## config.mk

```make
export PLATFORM = sky130hd
export DESIGN_NAME = accel_spi3w_responder_flat
export DESIGN_NICKNAME = d
export VERILOG_FILES = /design/src/rtl/accel_spi3w_responder_if.sv /design/src/rtl/accel_spi3w_responder.sv /design/src/flat_wrapper.sv
export SDC_FILE = /design/constraint.sdc
export NUM_CORES = 1
export LEC_CHECK = 0
export CORE_UTILIZATION = 45
export DETAILED_ROUTE_END_ITERATION = 8
export PLACE_DENSITY = 0.66
export SKIP_LAST_GASP = 1
export SLEW_MARGIN = 20
export SYNTH_ARGS = -nofsm -noshare
export SYNTH_HDL_FRONTEND = slang
export SYNTH_SLANG_ARGS = --single-unit
```

## constraint.sdc

```tcl
create_clock -name clk_clk -period 6.8 [get_ports clk_clk]
set_clock_uncertainty 0.05 [all_clocks]
set_input_delay 0.68 -clock clk_clk [delete_from_list [all_inputs] [get_ports clk_clk]]
set_output_delay 0.68 -clock clk_clk [all_outputs]
set_load 0.05 [all_outputs]
```

## src/rtl/accel_spi3w_responder_if.sv

```systemverilog
// SPI pin bundle and parallel sample input of the accelerometer responder.
// The master modport is the initiator/sample-source side; slave is the responder.
interface accel_spi3w_responder_if;
  localparam int unsigned SAMP_W = 16;

  logic              spi_sclk;
  logic              spi_cs_n;
  logic              spi_sdat_i;
  logic              spi_sdat_o;
  logic              spi_sdat_oe;
  logic              spi_int;
  logic              sample_valid;
  logic [SAMP_W-1:0] sample_x;
  logic [SAMP_W-1:0] sample_y;
  logic [SAMP_W-1:0] sample_z;

  modport master (
    output spi_sclk, spi_cs_n, spi_sdat_i, sample_valid, sample_x, sample_y, sample_z,
    input  spi_sdat_o, spi_sdat_oe, spi_int
  );

  modport slave (
    input  spi_sclk, spi_cs_n, spi_sdat_i, sample_valid, sample_x, sample_y, sample_z,
    output spi_sdat_o, spi_sdat_oe, spi_int
  );
endinterface

```

## src/rtl/accel_spi3w_responder.sv

```systemverilog
// Accelerometer-side 3-wire SPI responder with a reduced ADXL345-style register file.
// Optional OVERRUN flag in INT_SOURCE bit0 is enabled by defining ACCEL_OVERRUN_EN.
module accel_spi3w_responder #(
  parameter int unsigned SYNC_STAGES = 2,
  parameter logic [7:0]  DEVID_VAL   = 8'hE5
) (
  input logic                    clk_clk,
  input logic                    reset_reset_n,
  accel_spi3w_responder_if.slave bus
);
  localparam int unsigned BYTE_W      = 8;
  localparam int unsigned ADDR_W      = 6;
  localparam int unsigned SAMP_W      = 16;
  localparam int unsigned CNT_W       = 3;
  localparam int unsigned MEASURE_BIT = 3;

  typedef enum logic [1:0] {ST_IDLE, ST_CMD, ST_RD, ST_WR} state_e;

  // Pin synchronizers and edge detection on the synchronized copies
  logic [SYNC_STAGES-1:0] sclk_sync_q, cs_sync_q, sdat_sync_q;
  logic                   sclk_prev_q, cs_prev_q;
  logic                   sclk_s, cs_s, sdat_s;
  logic                   sclk_rise_c, sclk_fall_c, cs_rise_c, cs_fall_c;

  assign sclk_s      = sclk_sync_q[SYNC_STAGES-1];
  assign cs_s        = cs_sync_q[SYNC_STAGES-1];
  assign sdat_s      = sdat_sync_q[SYNC_STAGES-1];
  assign sclk_rise_c = sclk_s & ~sclk_prev_q;
  assign sclk_fall_c = ~sclk_s & sclk_prev_q;
  assign cs_rise_c   = cs_s & ~cs_prev_q;
  assign cs_fall_c   = ~cs_s & cs_prev_q;

  always_ff @(posedge clk_clk or negedge reset_reset_n) begin
    if (!reset_reset_n) begin
      sclk_sync_q <= '1;
      cs_sync_q   <= '1;
      sdat_sync_q <= '0;
      sclk_prev_q <= 1'b1;
      cs_prev_q   <= 1'b1;
    end else begin
      sclk_sync_q <= {sclk_sync_q[SYNC_STAGES-2:0], bus.spi_sclk};
      cs_sync_q   <= {cs_sync_q[SYNC_STAGES-2:0], bus.spi_cs_n};
      sdat_sync_q <= {sdat_sync_q[SYNC_STAGES-2:0], bus.spi_sdat_i};
      sclk_prev_q <= sclk_s;
      cs_prev_q   <= cs_s;
    end
  end

  state_e              state_q, state_d;
  logic [CNT_W-1:0]    bit_cnt_q, bit_cnt_d;
  logic [BYTE_W-1:0]   shift_q, shift_d;
  logic                mb_q, mb_d;
  logic [ADDR_W-1:0]   addr_q, addr_d;
  logic                sdat_o_q, sdat_o_d, oe_q, oe_d, int_q, int_d;
  logic [BYTE_W-1:0]   bw_q, bw_d, pwr_q, pwr_d, ien_q, ien_d, fmt_q, fmt_d;
  logic [SAMP_W-1:0]   x_q, x_d, y_q, y_d, z_q, z_d;
  logic [SAMP_W-1:0]   sx_q, sx_d, sy_q, sy_d, sz_q, sz_d;
  logic                pend_q, pend_d, dr_q, dr_d;
  logic                rd_done_c, wr_en_c, apply_c, ovr_c;
  logic [BYTE_W-1:0]   rx_byte_c, rd_byte_c, int_src_c;
  logic [ADDR_W-1:0]   next_addr_c;

  assign rx_byte_c   = {shift_q[BYTE_W-2:0], sdat_s};
  assign next_addr_c = mb_q ? ADDR_W'(addr_q + ADDR_W'(1)) : addr_q;
  assign int_src_c   = {dr_q, 6'b0, ovr_c};

  always_comb begin
    rd_byte_c = '0;
    case (addr_q)
      6'h00:   rd_byte_c = DEVID_VAL;
      6'h2C:   rd_byte_c = bw_q;
      6'h2D:   rd_byte_c = pwr_q;
      6'h2E:   rd_byte_c = ien_q;
      6'h30:   rd_byte_c = int_src_c;
      6'h31:   rd_byte_c = fmt_q;
      6'h32:   rd_byte_c = x_q[7:0];
      6'h33:   rd_byte_c = x_q[15:8];
      6'h34:   rd_byte_c = y_q[7:0];
      6'h35:   rd_byte_c = y_q[15:8];
      6'h36:   rd_byte_c = z_q[7:0];
      6'h37:   rd_byte_c = z_q[15:8];
      default: rd_byte_c = '0;
    endcase
  end

  always_comb begin
    state_d   = state_q;
    bit_cnt_d = bit_cnt_q;
    shift_d   = shift_q;
    mb_d      = mb_q;
    addr_d    = addr_q;
    sdat_o_d  = sdat_o_q;
    oe_d      = oe_q;
    bw_d      = bw_q;
    pwr_d     = pwr_q;
    ien_d     = ien_q;
    fmt_d     = fmt_q;
    x_d       = x_q;
    y_d       = y_q;
    z_d       = z_q;
    sx_d      = sx_q;
    sy_d      = sy_q;
    sz_d      = sz_q;
    pend_d    = pend_q;
    dr_d      = dr_q;
    int_d     = |(int_src_c & ien_q);
    rd_done_c = 1'b0;
    wr_en_c   = 1'b0;
    apply_c   = 1'b0;

    // Deselect aborts any frame; a partial byte never reaches the register file
    if (cs_rise_c) begin
      state_d   = ST_IDLE;
      bit_cnt_d = '0;
      oe_d      = 1'b0;
      sdat_o_d  = 1'b0;
    end else begin
      case (state_q)
        ST_IDLE: begin
          if (cs_fall_c) begin
            state_d   = ST_CMD;
            bit_cnt_d = '0;
          end
        end
        ST_CMD: begin
          if (sclk_rise_c) begin
            shift_d   = rx_byte_c;
            bit_cnt_d = CNT_W'(bit_cnt_q + CNT_W'(1));
            if (bit_cnt_q == CNT_W'(7)) begin
              mb_d    = rx_byte_c[6];
              addr_d  = rx_byte_c[ADDR_W-1:0];
              state_d = rx_byte_c[7] ? ST_RD : ST_WR;
            end
          end
        end
        ST_RD: begin
          if (sclk_fall_c) begin
            if (bit_cnt_q == '0) begin
              oe_d     = 1'b1;
              sdat_o_d = rd_byte_c[7];
              shift_d  = {rd_byte_c[BYTE_W-2:0], 1'b0};
            end else begin
              sdat_o_d = shift_q[7];
              shift_d  = {shift_q[BYTE_W-2:0], 1'b0};
            end
          end
          if (sclk_rise_c) begin
            bit_cnt_d = CNT_W'(bit_cnt_q + CNT_W'(1));
            if (bit_cnt_q == CNT_W'(7)) begin
              rd_done_c = 1'b1;
              addr_d    = next_addr_c;
            end
          end
        end
        ST_WR: begin
          if (sclk_rise_c) begin
            shift_d   = rx_byte_c;
            bit_cnt_d = CNT_W'(bit_cnt_q + CNT_W'(1));
            if (bit_cnt_q == CNT_W'(7)) begin
              wr_en_c = 1'b1;
              addr_d  = next_addr_c;
            end
          end
        end
        default: state_d = ST_IDLE;
      endcase
    end

    if (wr_en_c) begin
      case (addr_q)
        6'h2C:   bw_d  = rx_byte_c;
        6'h2D:   pwr_d = rx_byte_c;
        6'h2E:   ien_d = rx_byte_c;
        6'h31:   fmt_d = rx_byte_c;
        default: ;
      endcase
    end

    if (rd_done_c && (addr_q >= 6'h32) && (addr_q <= 6'h37)) dr_d = 1'b0;

    // Samples arriving mid-frame wait in the shadow until deselect
    if (bus.sample_valid && pwr_q[MEASURE_BIT]) begin
      if (cs_s) begin
        apply_c = 1'b1;
        x_d = bus.sample_x;
        y_d = bus.sample_y;
        z_d = bus.sample_z;
      end else begin
        sx_d   = bus.sample_x;
        sy_d   = bus.sample_y;
        sz_d   = bus.sample_z;
        pend_d = 1'b1;
      end
    end else if (cs_rise_c && pend_q) begin
      apply_c = 1'b1;
      x_d = sx_q;
      y_d = sy_q;
      z_d = sz_q;
    end
    if (cs_rise_c) pend_d = 1'b0;
    if (apply_c) dr_d = 1'b1;
  end

  always_ff @(posedge clk_clk or negedge reset_reset_n) begin
    if (!reset_reset_n) begin
      state_q   <= ST_IDLE;
      bit_cnt_q <= '0;
      shift_q   <= '0;
      mb_q      <= 1'b0;
      addr_q    <= '0;
      sdat_o_q  <= 1'b0;
      oe_q      <= 1'b0;
      int_q     <= 1'b0;
      bw_q      <= 8'h0A;
      pwr_q     <= '0;
      ien_q     <= '0;
      fmt_q     <= '0;
      x_q       <= '0;
      y_q       <= '0;
      z_q       <= '0;
      sx_q      <= '0;
      sy_q      <= '0;
      sz_q      <= '0;
      pend_q    <= 1'b0;
      dr_q      <= 1'b0;
    end else begin
      state_q   <= state_d;
      bit_cnt_q <= bit_cnt_d;
      shift_q   <= shift_d;
      mb_q      <= mb_d;
      addr_q    <= addr_d;
      sdat_o_q  <= sdat_o_d;
      oe_q      <= oe_d;
      int_q     <= int_d;
      bw_q      <= bw_d;
      pwr_q     <= pwr_d;
      ien_q     <= ien_d;
      fmt_q     <= fmt_d;
      x_q       <= x_d;
      y_q       <= y_d;
      z_q       <= z_d;
      sx_q      <= sx_d;
      sy_q      <= sy_d;
      sz_q      <= sz_d;
      pend_q    <= pend_d;
      dr_q      <= dr_d;
    end
  end

`ifdef ACCEL_OVERRUN_EN
  logic ovr_q, ovr_d;

  // Set wins over the clear from a completed INT_SOURCE read
  always_comb begin
    ovr_d = ovr_q;
    if (rd_done_c && (addr_q == 6'h30)) ovr_d = 1'b0;
    if (apply_c && dr_q) ovr_d = 1'b1;
  end

  always_ff @(posedge clk_clk or negedge reset_reset_n) begin
    if (!reset_reset_n) ovr_q <= 1'b0;
    else                ovr_q <= ovr_d;
  end

  assign ovr_c = ovr_q;
`else
  assign ovr_c = 1'b0;
`endif

  assign bus.spi_sdat_o  = sdat_o_q;
  assign bus.spi_sdat_oe = oe_q;
  assign bus.spi_int     = int_q;
endmodule

```

## src/flat_wrapper.sv

```systemverilog
// flat-port wrapper written by rule: the top's interface ports become plain ports
module accel_spi3w_responder_flat 
#(
  parameter int unsigned SYNC_STAGES = 2,
  parameter logic [7:0]  DEVID_VAL   = 8'hE5
)
  (clk_clk, reset_reset_n, bus_spi_sclk, bus_spi_cs_n, bus_spi_sdat_i, bus_sample_valid, bus_sample_x, bus_sample_y, bus_sample_z, bus_spi_sdat_o, bus_spi_sdat_oe, bus_spi_int);
  accel_spi3w_responder_if bus_i ();
  input logic clk_clk;
  input logic reset_reset_n;
  input wire logic [$bits(bus_i.spi_sclk)-1:0] bus_spi_sclk;
  input wire logic [$bits(bus_i.spi_cs_n)-1:0] bus_spi_cs_n;
  input wire logic [$bits(bus_i.spi_sdat_i)-1:0] bus_spi_sdat_i;
  input wire logic [$bits(bus_i.sample_valid)-1:0] bus_sample_valid;
  input wire logic [$bits(bus_i.sample_x)-1:0] bus_sample_x;
  input wire logic [$bits(bus_i.sample_y)-1:0] bus_sample_y;
  input wire logic [$bits(bus_i.sample_z)-1:0] bus_sample_z;
  output wire logic [$bits(bus_i.spi_sdat_o)-1:0] bus_spi_sdat_o;
  output wire logic [$bits(bus_i.spi_sdat_oe)-1:0] bus_spi_sdat_oe;
  output wire logic [$bits(bus_i.spi_int)-1:0] bus_spi_int;
  assign bus_i.spi_sclk = bus_spi_sclk;
  assign bus_i.spi_cs_n = bus_spi_cs_n;
  assign bus_i.spi_sdat_i = bus_spi_sdat_i;
  assign bus_i.sample_valid = bus_sample_valid;
  assign bus_i.sample_x = bus_sample_x;
  assign bus_i.sample_y = bus_sample_y;
  assign bus_i.sample_z = bus_sample_z;
  assign bus_spi_sdat_o = bus_i.spi_sdat_o;
  assign bus_spi_sdat_oe = bus_i.spi_sdat_oe;
  assign bus_spi_int = bus_i.spi_int;
  accel_spi3w_responder #(.SYNC_STAGES(SYNC_STAGES), .DEVID_VAL(DEVID_VAL)) u_core (.clk_clk(clk_clk), .reset_reset_n(reset_reset_n), .bus(bus_i));
endmodule
```

# Word level (Yosys, flattened, before mapping)
# Cells that the tools add are included.
op_classes:
  n_lt_le_gt_ge: 2
  mux: 52
  add_sub_neg: 2
  n_bitwise: 10
  reduce_logical: 34
  n_eq_ne: 28
op_table:
  columns: ["operator", "count"]
  rows:
  - ["two-way mux 16 bit", 9]
  - ["case mux 8 bit (12 select lines)", 1]
  - ["== test 6 bit, second input constant", 11]
  - ["two-way mux 6 bit", 5]
  - ["two-way mux 8 bit", 3]
  - ["two-way mux 1 bit", 23]
  - ["AND reduction 2 bit", 9]
  - ["!= test 2 x 1 -> 1 bit, second input constant", 8]
  - ["case mux 8 bit (2 select lines)", 1]
  - ["nonzero test 2 bit", 8]
  - ["!= test 3 x 1 -> 1 bit, second input constant", 4]
  - ["case mux 6 bit (2 select lines)", 1]
  - ["AND reduction 4 bit", 3]
  - ["two-way mux 3 bit", 3]
  - ["AND 8 bit", 1]
  - ["two-way mux 2 bit", 4]
  - ["OR reduction 8 bit", 1]
  - ["AND reduction 7 bit", 1]
  - ["adder 6 x 1 -> 6 bit, second input constant", 1]
  - ["greater-or-equal comparator 6 bit, second input constant", 1]
  - ["<= comparator 6 bit, second input constant", 1]
  - ["logical NOT 6 bit", 1]
  - ["case mux 3 bit (2 select lines)", 1]
  - ["NOT 1 bit", 5]
  - ["14 further kinds", 22]
totals:
  inputBits: 54
  output_inout_bits: 3
  word_cells: 153
  regBits: 161

# Logic depth before layout (Yosys ltp)
logic_depth:
  depth_word: 9
  mapped_depth: 9
  mapped_depth_nobuf: 7

# Least setup slack after synthesis
# OpenSTA, ideal clock, no wires.
synth_timing:
  path_kind: "register to register"
  start: "reg u_core.addr_q[1]"
  end: "reg u_core.shift_q[2]"
  synth_period_minus_slack_ns: 2.158
  path_stages_with_launch: 9
  t_arrival_ns: 1.984
  n_path_buf: 1
  setup_time_ns: 0.124
  t_required_ns: 6.626
  setup_slack_ns: 4.642
  path_cell_list: "dfrtp_1 inv_1 ha_1 clkbuf_1 or4_1 a22o_1 o21ai_2 a31oi_1 a211o_1"
synth_between:
  elab_chain_cells: 5
  word_cells_on_any_way: 16
  cone_classes: "eq/ne (11); mux (4); reduce/logical (1)"
synth_lines:
  columns: ["item", "line", "rtl"]
  rows:
  - ["from (decl)", "accel_spi3w_responder.sv:53", "logic [ADDR_W-1:0] addr_q, addr_d;"]
  - ["from (signal assigned)", "accel_spi3w_responder.sv:231", "addr_q <= addr_d;"]
  - ["== test 6 bit / logical NOT 6 bit (equally long branches)", "accel_spi3w_responder.sv:69", "case (addr_q)"]
  - ["case mux 8 bit (12 select lines) (*)", "accel_spi3w_responder.sv:69", null]
  - ["two-way mux 8 bit (*)", "accel_spi3w_responder.sv:138", "if (bit_cnt_q == '0) begin"]
  - ["two-way mux 8 bit (*)", "accel_spi3w_responder.sv:137", "if (sclk_fall_c) begin"]
  - ["case mux 8 bit (2 select lines) (*)", "accel_spi3w_responder.sv:118", "case (state_q)"]
  - ["to (signal assigned)", "accel_spi3w_responder.sv:229", "shift_q <= shift_d;"]
  - ["to (decl)", "accel_spi3w_responder.sv:51", "logic [BYTE_W-1:0] shift_q, shift_d;"]
# Every way passes the cells marked *; elsewhere a longest branch is shown, timed or not. The select of a mux whose other input is x is not followed.
# A chain may end at the register's enable or synchronous reset.

# Worst setup path in the final report
# Same ends and word-level chain as after synthesis.

==> results.txt <==
The port buffer count works out to 56. The most instantiated flip-flop cell in the synthesis netlist is sky130_fd_sc_hd__dfrtp_1. The first TritonRoute pass finished after 4 iterations. The wire-length estimate of the detail-placed layout is 12200 µm. The worst hold slack after final layout came out at 0.230 ns.

The die covers 17100 µm². For this run, the number of Yosys warnings is 0. The post-route fraction of the period consumed by the critical path works out to 40.0%. Final max-slew violation count: 0. The pin slew with the least headroom to its limit came out at 0.878 ns. Setup repair after global routing left no endpoint under its margin.

Headroom to the max-slew limit came out at 41.5%. The fraction of layout cells with a size suffix above 1 works out to 20.3%. In this run the vertical extent of the chip is 131 µm. The tightest min-delay check is of the input port to asynchronous set/reset pin type. The tools report the total routing resource utilization after global routing as 23.0%. The first routing iteration left 411 violations. For the maximum buffer depth of the clock tree, the log shows 2.

In this run, synthesis inferred 0 flip-flops with an integrated enable. The H-tree generated during clock tree synthesis spans 4 levels. After detailed routing, the average wire length per cell comes to 19.5 µm.

The number of hold buffers added after CTS was 0. Clock-pin slew was measured on the worst setup and hold paths at 0.06 ns. The run gives 54.1% as the fraction of the yosys area taken by sequential cells.

After routing, the total negative slack on setup checks comes to 0 ns. The number of flip-flops and latches in the synthesized netlist was 161. The logs give 4.21 nW for the reported leakage power and 17800 µm for the total wire length.

The total of endpoints with negative setup slack in the final report was 0. A synthesized cell averages 11.6 µm². The count of nets left with antenna violations once routing finished came out at 0.

For this block, the via count after detailed routing is 5195. The number of distinct library cells after synthesis is 60, and the number of vias per cell is 5.71. IR analysis of the VDD net gives a maximum drop of 0.000170 V. In the synthesized netlist the async set-or-reset flop fraction comes to 100%. After synthesis the cells add up to 7460 µm². Cells fill 54.4% of the core in the end. Timing would allow up to 368 MHz. The root buffer cell chosen for the clock tree is sky130_fd_sc_hd__clkbuf_16. TritonCTS built the clock tree. Synthesis produced a netlist with a net count of 705. TritonCTS created 17 clock buffers. The library cell used most frequently in the layout, excluding fill and tap cells, is sky130_fd_sc_hd__dfrtp_1. The wire length of the first global-routing pass was 28800 µm; the endpoint arrival time on the critical path was 2.98 ns. Routability-driven placement finished with a final weighted congestion of 0.893.

The tools report the number of global-route vias before repair as 5216. In this run the count of I/O pins placed on the die edge is 57. The total power density per cell area was 231 nW/µm². The sum of overflow across all layers after global routing was 0. The count of nets after finishing was 742. The signed area change from the synthesized netlist to the final layout is 17.1%. Worst setup path category: flop to flop. The later pin in the worst-skew pair is clocked with a latency of 0.43 ns.

The maximum fanout count along the critical path is 18, and the cell area after layout is 8740 µm². The run gives 161 as the clock net sink count. The run gives 0 as the count of unresolved DRC violations after routing.

For the pin count of the biggest net entering global routing, the log shows 98. The core area is 16100 µm². The worst path required time is 7.06 ns.

The run finished with clean final reports. The tools report the count of standard-cell rows as 46. The number of setup buffers added after CTS was 0; the total of max-cap violations was 0.

The die span in x was 131 µm. Overall power consumption after layout is estimated at 2.02 mW. The worst path in the final design needs a cycle of 2.72 ns, including I/O delays and setup. The startpoint class of the critical path was a flop. In this run the cell area measured after placement is 8140 µm². The initial antenna violation count came out at 0. After clock tree synthesis, the repair step resized 0 gates.

Leaving out fill and tap cells, the most frequent cells in the layout are sky130_fd_sc_hd__dfrtp_1 (153), sky130_fd_sc_hd__mux2_2 (83), sky130_fd_sc_hd__nand2_1 (75). The tools report the initial cell density of the core as 46.5%. The number of hold violations in the final report came out at 0. STA classifies the critical path endpoint as a flop. Synthesis produced 644 cells. The number of antenna diodes in the final layout is 0.
[registers in the layout, indices dropped and copies added, names as in the netlist, 2 cells and up]
name                flops
u_core.bw_q             8
u_core.sx_q            16
u_core.state_q          2
u_core.z_q             16
u_core.pwr_q            8
u_core.y_q             16
u_core.ien_q            8
u_core.sz_q            16
u_core.shift_q          8
u_core.cs_sync_q        2
u_core.bit_cnt_q        3
u_core.sy_q            16
u_core.addr_q           6
u_core.fmt_q            8
u_core.sclk_sync_q      2
u_core.sdat_sync_q      2
u_core.x_q             16
[power breakdown]
part           total [mW]  internal, mW  leakage, nW  switching [mW]
clock               0.952         0.561        0.291           0.391
combinational      0.0818        0.0394         1.71          0.0424
sequential          0.982         0.967         2.21          0.0153
total                2.02          1.57         4.21           0.449
[Yosys cell counts (all sizes together), types with 6 or more instances]
master,count,area (µm²)
ha,7,87.6
a22o,6,52.6
nand3,9,45.0
buf,16,93.8
dfstp,8,210
a22oi,15,113
inv,7,26.3
clkbuf,27,101
nor2,17,68.8
dfrtp,153,3830
a21oi,13,65.1
mux2,83,935
nand2,77,289
and3,15,93.8
o21ai,59,299
a32oi,8,70.1
and2,7,46.3
mux2i,52,521
[critical path: stages (launching register included)]
cell                      delay, ns
sky130_fd_sc_hd__dfrtp_1       0.44
sky130_fd_sc_hd__inv_1         0.09
sky130_fd_sc_hd__ha_1          0.46
sky130_fd_sc_hd__or4_1         0.57
sky130_fd_sc_hd__a22o_1        0.23
sky130_fd_sc_hd__o21ai_2       0.37
sky130_fd_sc_hd__a31oi_1       0.09
sky130_fd_sc_hd__a211o_1       0.29
[layer usage]
metal  track usage, %  vias to the layer above  part of all wire [%]
met5                0                        -                     0
met4             12.8                        0                   4.2
met3             4.93                       40                   5.1
met2             33.8                      144                    45
met1             31.7                     2588                    46
li1                 -                     2423                     -
[worst paths after layout]
path / from / slack, ns / depth (start not counted) / end
max in group asynchronous: reset_reset_n / 5.27 / 2 / u_core.fmt_q[3]
hold reg to reg: u_core.cs_sync_q[0] / 0.31 / 0 / u_core.cs_sync_q[1]
setup reg to reg: u_core.addr_q[1] / 4.08 / 7 / u_core.shift_q[2]
setup / recovery: u_core.addr_q[1] / 4.08 / 7 / u_core.shift_q[2]
hold / removal: reset_reset_n / 0.23 / 1 / u_core.bus.spi_sdat_oe
min in group clk_clk: u_core.cs_sync_q[0] / 0.31 / 0 / u_core.cs_sync_q[1]
[cell families (layout without fill, tap and decap cells)]
kind of cell,after synthesis,count (layout),synth area share (%)
fa+ha+maj,7,7,1.17
simple gates,155,155,10.3
mux,135,135,19.5
buf+inv,50,100,2.97
compound gates,136,136,12.0
flops,161,161,54.1
[through the flow]
stage	std cells	setup WS, ns
after global placement	878	3.99
final	910	4.08
after floorplan	644	4.64
after CTS	910	4.11
after global routing	910	3.92
after detailed placement	878	3.92
[final cells by class]
| cell class | instances | area [µm²] |
|---|---|---|
| clock buffer | 20 | 457 |
| clock inverter | 12 | 131 |
| fill | 1352 | 7320 |
| inverter | 7 | 26.3 |
| multi-input combinational | 433 | 3210 |
| sequential | 161 | 4040 |
| tap | 216 | 270 |
| timing repair buffer | 61 | 603 |
(Power assumes the default switching activity.)
